## src/rtl/if_prefetch_pkg.sv

```systemverilog
// if_prefetch_pkg: shared widths, JAL opcode and fetch FSM encoding (IF_JAL_PREDICT_EN users included)
package if_prefetch_pkg;
   localparam int P_ADDR_W = 32;
   localparam int P_INST_W = 32;
   localparam logic [6:0] OPC_JAL = 7'b1101111;
   typedef enum logic [1:0] {S_IDLE = 2'd0, S_WAIT = 2'd1, S_DROP = 2'd2} state_t;
   function automatic logic is_jal(input logic [6:0] opc);
      return opc == OPC_JAL;
   endfunction
endpackage

```

## src/rtl/if_prefetch_if.sv

```systemverilog
// if_prefetch_if: memory-side and IF/ID-side signals of the prefetching fetch stage
interface if_prefetch_if
   import if_prefetch_pkg::*;
#(
   parameter int ADDR_W = P_ADDR_W,
   parameter int INST_W = P_INST_W
);
   logic              mem_req_o;
   logic [ADDR_W-1:0] mem_addr_o;
   logic              mem_gnt_i;
   logic              mem_busy_i;
   logic              mem_rvalid_i;
   logic [INST_W-1:0] mem_rdata_i;
   logic              flush_i;
   logic [ADDR_W-1:0] flush_pc_i;
   logic              inst_valid_o;
   logic [INST_W-1:0] inst_o;
   logic [ADDR_W-1:0] pc_o;
   logic              ifid_ready_i;
   logic              pred_taken_o;
   modport master (
      output mem_req_o, mem_addr_o, inst_valid_o, inst_o, pc_o, pred_taken_o,
      input  mem_gnt_i, mem_busy_i, mem_rvalid_i, mem_rdata_i, flush_i, flush_pc_i, ifid_ready_i
   );
   modport slave (
      input  mem_req_o, mem_addr_o, inst_valid_o, inst_o, pc_o, pred_taken_o,
      output mem_gnt_i, mem_busy_i, mem_rvalid_i, mem_rdata_i, flush_i, flush_pc_i, ifid_ready_i
   );
endinterface

```

## src/rtl/if_queue.sv

```systemverilog
// if_queue: DEPTH-entry synchronous FIFO of fetched entries; clear beats push and pop
module if_queue #(
   parameter int W     = 64,
   parameter int DEPTH = 4
) (
   input  logic                       clk,
   input  logic                       rst,
   input  logic                       i_clear,
   input  logic                       i_push,
   input  logic                       i_pop,
   input  logic [W-1:0]               i_din,
   output logic [W-1:0]               o_head,
   output logic [$clog2(DEPTH):0]     o_count
);
   localparam int AW = $clog2(DEPTH);
   logic [W-1:0]  r_mem [DEPTH];
   logic [AW-1:0] r_wr, r_rd;
   logic [AW:0]   r_count;
   logic          w_push, w_pop;
   assign w_pop  = i_pop && r_count != '0 && !i_clear;
   assign w_push = i_push && !i_clear && (r_count != (AW+1)'(DEPTH) || w_pop);
   // pointers wrap naturally; count tracks occupancy
   always_ff @(posedge clk) begin
      if (rst || i_clear) begin
         r_wr    <= '0;
         r_rd    <= '0;
         r_count <= '0;
      end else begin
         r_wr    <= r_wr + AW'(w_push);
         r_rd    <= r_rd + AW'(w_pop);
         r_count <= r_count + (AW+1)'(w_push) - (AW+1)'(w_pop);
      end
   end
   // storage needs no reset; the head is masked while empty
   always_ff @(posedge clk) begin
      if (w_push) r_mem[r_wr] <= i_din;
   end
   assign o_head  = r_count != '0 ? r_mem[r_rd] : '0;
   assign o_count = r_count;
endmodule

```

## src/rtl/if_prefetch.sv

```systemverilog
// if_prefetch: fetch FSM with one outstanding request feeding a prefetch queue; IF_JAL_PREDICT_EN adds JAL redirect
module if_prefetch
   import if_prefetch_pkg::*;
#(
   parameter int                ADDR_W   = P_ADDR_W,
   parameter int                INST_W   = P_INST_W,
   parameter int                DEPTH    = 4,
   parameter logic [ADDR_W-1:0] RESET_PC = '0
) (
   input logic            clk,
   input logic            rst,
   if_prefetch_if.master  bus
);
   localparam int CW = $clog2(DEPTH) + 1;
`ifdef IF_JAL_PREDICT_EN
   localparam int EW = ADDR_W + INST_W + 1;
`else
   localparam int EW = ADDR_W + INST_W;
`endif
   state_t            r_state, w_next;
   logic [ADDR_W-1:0] r_fetch_pc, r_req_pc, w_next_pc;
   logic [CW-1:0]     w_count;
   logic [EW-1:0]     w_din, w_head;
   logic              w_space, w_push, w_pop, w_grant;
   // a slot is reserved for the in-flight response so a push never finds the queue full
   assign w_space = (w_count + CW'(r_state != S_IDLE)) < CW'(DEPTH);
   assign w_grant = r_state == S_IDLE && bus.mem_req_o && bus.mem_gnt_i;
   assign w_push  = r_state == S_WAIT && bus.mem_rvalid_i && !bus.flush_i;
   assign w_pop   = bus.inst_valid_o && bus.ifid_ready_i;
`ifdef IF_JAL_PREDICT_EN
   logic              w_jal;
   logic [ADDR_W-1:0] w_jimm;
   assign w_jal  = is_jal(bus.mem_rdata_i[6:0]);
   assign w_jimm = {{(ADDR_W-20){bus.mem_rdata_i[31]}}, bus.mem_rdata_i[19:12],
                    bus.mem_rdata_i[20], bus.mem_rdata_i[30:21], 1'b0};
   assign w_next_pc = r_req_pc + (w_jal ? w_jimm : ADDR_W'(4));
   assign w_din     = {r_req_pc, bus.mem_rdata_i, w_jal};
   assign {bus.pc_o, bus.inst_o, bus.pred_taken_o} = w_head;
`else
   assign w_next_pc = r_req_pc + ADDR_W'(4);
   assign w_din     = {r_req_pc, bus.mem_rdata_i};
   assign {bus.pc_o, bus.inst_o} = w_head;
   assign bus.pred_taken_o = 1'b0;
`endif
   if_queue #(.W(EW), .DEPTH(DEPTH)) u_queue (
      .clk     (clk),
      .rst     (rst),
      .i_clear (bus.flush_i),
      .i_push  (w_push),
      .i_pop   (w_pop),
      .i_din   (w_din),
      .o_head  (w_head),
      .o_count (w_count)
   );
   assign bus.inst_valid_o = w_count != '0;
   // state register
   always_ff @(posedge clk) begin
      if (rst) r_state <= S_IDLE;
      else     r_state <= w_next;
   end
   // next state: a response arriving during a flush is the in-flight one, so WAIT returns to IDLE
   always_comb begin
      w_next = r_state;
      case (r_state)
         S_IDLE:  w_next = w_grant ? S_WAIT : S_IDLE;
         S_WAIT:  w_next = bus.mem_rvalid_i ? S_IDLE : (bus.flush_i ? S_DROP : S_WAIT);
         S_DROP:  w_next = bus.mem_rvalid_i ? S_IDLE : S_DROP;
         default: w_next = S_IDLE;
      endcase
   end
   // request outputs: only IDLE issues, never during reset, busy or flush
   always_comb begin
      bus.mem_req_o  = r_state == S_IDLE && !rst && !bus.mem_busy_i && w_space && !bus.flush_i;
      bus.mem_addr_o = rst ? '0 : r_fetch_pc;
   end
   // fetch PC follows flush first, then the accepted response
   always_ff @(posedge clk) begin
      if (rst) begin
         r_fetch_pc <= RESET_PC;
         r_req_pc   <= RESET_PC;
      end else begin
         if (w_grant) r_req_pc <= r_fetch_pc;
         if (bus.flush_i) r_fetch_pc <= bus.flush_pc_i;
         else if (w_push) r_fetch_pc <= w_next_pc;
      end
   end
endmodule
```

## src/flat_wrapper.sv

```systemverilog
// flat-port wrapper written by rule: the top's interface ports become plain ports
module if_prefetch_flat import if_prefetch_pkg::*;
#(
   parameter int                ADDR_W   = P_ADDR_W,
   parameter int                INST_W   = P_INST_W,
   parameter int                DEPTH    = 4,
   parameter logic [ADDR_W-1:0] RESET_PC = '0
)
  (clk, rst, bus_mem_req_o, bus_mem_addr_o, bus_inst_valid_o, bus_inst_o, bus_pc_o, bus_pred_taken_o, bus_mem_gnt_i, bus_mem_busy_i, bus_mem_rvalid_i, bus_mem_rdata_i, bus_flush_i, bus_flush_pc_i, bus_ifid_ready_i);
  if_prefetch_if #(.ADDR_W(ADDR_W), .INST_W(INST_W)) bus_i ();
  input logic clk;
  input logic rst;
  output wire logic [$bits(bus_i.mem_req_o)-1:0] bus_mem_req_o;
  output wire logic [$bits(bus_i.mem_addr_o)-1:0] bus_mem_addr_o;
  output wire logic [$bits(bus_i.inst_valid_o)-1:0] bus_inst_valid_o;
  output wire logic [$bits(bus_i.inst_o)-1:0] bus_inst_o;
  output wire logic [$bits(bus_i.pc_o)-1:0] bus_pc_o;
  output wire logic [$bits(bus_i.pred_taken_o)-1:0] bus_pred_taken_o;
  input wire logic [$bits(bus_i.mem_gnt_i)-1:0] bus_mem_gnt_i;
  input wire logic [$bits(bus_i.mem_busy_i)-1:0] bus_mem_busy_i;
  input wire logic [$bits(bus_i.mem_rvalid_i)-1:0] bus_mem_rvalid_i;
  input wire logic [$bits(bus_i.mem_rdata_i)-1:0] bus_mem_rdata_i;
  input wire logic [$bits(bus_i.flush_i)-1:0] bus_flush_i;
  input wire logic [$bits(bus_i.flush_pc_i)-1:0] bus_flush_pc_i;
  input wire logic [$bits(bus_i.ifid_ready_i)-1:0] bus_ifid_ready_i;
  assign bus_mem_req_o = bus_i.mem_req_o;
  assign bus_mem_addr_o = bus_i.mem_addr_o;
  assign bus_inst_valid_o = bus_i.inst_valid_o;
  assign bus_inst_o = bus_i.inst_o;
  assign bus_pc_o = bus_i.pc_o;
  assign bus_pred_taken_o = bus_i.pred_taken_o;
  assign bus_i.mem_gnt_i = bus_mem_gnt_i;
  assign bus_i.mem_busy_i = bus_mem_busy_i;
  assign bus_i.mem_rvalid_i = bus_mem_rvalid_i;
  assign bus_i.mem_rdata_i = bus_mem_rdata_i;
  assign bus_i.flush_i = bus_flush_i;
  assign bus_i.flush_pc_i = bus_flush_pc_i;
  assign bus_i.ifid_ready_i = bus_ifid_ready_i;
  if_prefetch #(.ADDR_W(ADDR_W), .INST_W(INST_W), .DEPTH(DEPTH), .RESET_PC(RESET_PC)) u_core (.clk(clk), .rst(rst), .bus(bus_i));
endmodule
```

## config.mk

```make
export PLATFORM = sky130hd
export DESIGN_NAME = if_prefetch_flat
export DESIGN_NICKNAME = d
export VERILOG_FILES = /design/src/rtl/if_prefetch_pkg.sv /design/src/rtl/if_prefetch_if.sv /design/src/rtl/if_queue.sv /design/src/rtl/if_prefetch.sv /design/src/flat_wrapper.sv
export SDC_FILE = /design/constraint.sdc
export NUM_CORES = 1
export LEC_CHECK = 0
export BUFFER_PORTS_ARGS = -buffer_cell sky130_fd_sc_hd__clkbuf_2
export CORE_MARGIN = 1.5
export CORE_UTILIZATION = 38
export CTS_BUF_LIST = sky130_fd_sc_hd__clkbuf_8
export CTS_CLUSTER_DIAMETER = 120
export DETAILED_ROUTE_END_ITERATION = 12
export GPL_TIMING_DRIVEN = 1
export SLEW_MARGIN = 20
export SYNTH_ARGS = -nofsm -noshare
export SYNTH_HDL_FRONTEND = slang
export SYNTH_HIERARCHICAL = 1
export SYNTH_SLANG_ARGS = --single-unit
```

## constraint.sdc

```tcl
create_clock -name clk -period 14.65 [get_ports clk]
set_input_delay 2.93 -clock clk [delete_from_list [all_inputs] [get_ports clk]]
set_output_delay 2.93 -clock clk [all_outputs]
set_load 0.01 [all_outputs]
```

==> flow_summary.toml <==
[outcome]
status = "complete, no violations"

[place]
io_buffers = 168
dp.cells = 1455
gp_congestion = 0.756
hpwl_um = 18500

[power_and_ir_drop]
powerDensity_nw_per_um2 = 117
switching_share = 0.210
combPwrFrac = 0.025
ir_worst_vdd_v = 0.0000593
p_leak_uw = 0.00545
intPower_uw = 1460
power_frac_clock = 0.428
seqPwrFrac = 0.547
power.switching_uw = 389
p_total_uw = 1850

[clocking]
clock_sinks = 329
cts.path.max_buffers = 3
ctsHoldBuffers = 0
clk_pin_slew_ns = 0.06
clk_latency_ns = 0.59
post_cts_buffers = 0
cts_buffers = 54
cts_htree_levels = 2
cts_resized = 0
cts-root-buf = "clkbuf_8"
tritoncts = "built"

[sta]
slew_headroom = 0.270
timing.fmax_ghz = 0.137
setup_viol = 0
timing.final.crit_period_ns = 7.31
fin_crit_sh = 0.499
rsz0062_at_grt = "false"
fin_skew_ns = 0.0366
finalMaxSlewViolations = 0
fin_hold_ws_ns = 0.445
hold_violations = 0
setup_tns_ns = 0
tightest_slew_ns = 1.10

[floorplan]
io-pin-count = 170
rows = 68
die_x_um = 192
die_h_um = 192
core_um2 = 34800
die_area_um2 = 36700
initial_core_util = 0.388

[routing]
vias = 8012
drtIter0Drc = 486
wl_per_cell_um = 19.8
routed_wl_um = 30900
vias_per_cell = 5.15
ant_nets = 0
first_pass_iters = 5
drc = 0

[yosys]
synth.ff_latch_count = 329
syn_area_um2 = 13500
syn_avg_cell_area_um2 = 15.5
synth-edff-count = 256
syn_nets = 948
ys_seq_area_frac = 0.677
syn_inst = 872
synth_flop_cell = "edfxtp_1"
synth_cell_types = 59
synthArstFlopShare = 0
ys_warn_count = 6

[worst_setup_path]
crit_path_end_kind = "output pin"
max_stage_delay_ns = 0.64
start_kind = "input port"
critPathKind = "input port to output pin"
crit_arrival_ns = 4.38
cp.required_ns = 11.72
crit_chain = "buf_4 -> or4_1 -> nor3_2 -> clkbuf_2"
crit_fanout = 65
cp_slowest_cell = "or4_1"

[global_route]
grt_max_degree = 67
grt_overflow_total = 0
grt_pass1_wl_um = 46900
antenna_found_initial = 2
grt_pass1_vias = 7953
grt_usage = 0.169

[run]
cap_violations = 0

[final_layout]
fin_util = 0.456
fill_cells = 3128
final_layout_size_suffix_gt1_frac = 0.319
final_nets = 1132
area_delta_synth_final_pct = 17.3
final_cells = 1557

[hold_path]
hold_class = "flop to flop"
[cell families after synthesis]
logic type / after synthesis / share of synthesized area
flip-flops: 329 / 0.677
AND/OR/NAND/NOR: 277 / 0.115
AO/OA/AOI/OAI: 96 / 0.0448
multiplexers: 69 / 0.111
buffers and inverters: 66 / 0.0278
XOR/XNOR: 29 / 0.0199
adder cells (fa/ha/maj): 5 / 0.00518
other: 1 / 0.000277
[critical path: cells and delay by family]
family / cells / cell delay [ns]
buf+inv: 2 / 0.50
simple gates: 2 / 0.92
[cells in the final DEF, fill, tap and decap left out, types with 4 or more instances in the layout]
cell type	synthesis	layout
dfxtp_1	73	71
clkbuf_2	0	167
xor2_1	5	5
edfxtp_1	256	256
and2_1	69	69
o22ai_1	14	14
a21oi_1	48	48
xnor2_1	23	23
nor3_2	6	6
buf_4	4	17
a221oi_1	5	5
nor3_1	8	8
nor3b_1	8	8
nor2b_1	34	34
nand2_1	77	77
nand3_1	8	8
nand4_1	5	5
clkinv_2	0	7
clkbuf_8	0	62
a211oi_1	4	4
ha_1	4	4
clkinv_1	0	11
a22oi_1	14	14
nor2_1	33	33
inv_1	10	25
mux4_2	64	64
[worst paths after layout]
kind / start / endpoint / slack, ns / cells past startpoint
max: rst / bus_mem_req_o / 7.34 / 4
min: u_core/r_fetch_pc[24] / u_core/r_req_pc[24] / 0.45 / 2
min reg2reg: u_core/r_fetch_pc[24] / u_core/r_req_pc[24] / 0.45 / 2
max reg2reg: u_core/r_state[0] / u_core/u_queue/r_mem[2][1] / 11.76 / 6
[flip-flops by register name, indices dropped and copies added (netlist names)]
register,flops
u_core/u_queue/r_mem,256
u_core/r_fetch_pc,32
u_core/r_req_pc,32
u_core/u_queue/o_count,3
u_core/r_state,2
u_core/u_queue/r_rd,2
u_core/u_queue/r_wr,2
[per-stage QoR]
step | cell area (um2) | setup slack (ns)
finish | 15900 | 7.34
global route | 15800 | 7.27
CTS | 15800 | 7.37
detailed placement | 14800 | 7.37
global placement | 14800 | 7.38
floorplan | 13500 | 3.86
[cell type report]
type | count | area (um2) | share of cell area
clock inverters | 38 | 238 | 0.0150
inverters | 10 | 37.5 | 0.00237
multi-input cells | 477 | 4030 | 0.254
flip-flops and latches | 329 | 9160 | 0.578
diodes | 2 | 5.00 | 0.000316
repair buffers | 184 | 963 | 0.0608
well taps | 455 | 569 | 0.0359
clock buffers | 62 | 853 | 0.0538
[metal layers]
metal,vias to the layer above,wire (um),GRT usage
met1,4029,14200,0.238
li1,3676,-,-
met5,-,0,0
met2,253,13900,0.262
met4,0,628,0.0493
met3,54,2150,0.0393
[power groups by stage]
stage	Combinational [uW]	Sequential, uW	Clock, uW
finish	46.5	1010	793
floorplan	25.0	1030	0
detailed placement	46.6	1030	0
global placement	45.7	1030	0
CTS	46.8	1010	820
global route	51.9	1010	858
[cells in the mapped netlist (10+ instances only)]
master | count | area, um2
and2_1 | 69 | 432
nand2_1 | 77 | 289
nor2_1 | 33 | 124
dfxtp_1 | 73 | 1460
nor2b_1 | 34 | 213
edfxtp_1 | 256 | 7690
o22ai_1 | 14 | 87.6
a21oi_1 | 48 | 240
a22oi_1 | 14 | 105
mux4_2 | 64 | 1440
clkbuf_1 | 31 | 116
inv_1 | 10 | 37.5
xnor2_1 | 23 | 201
Power figures use the tool's default switching activity.
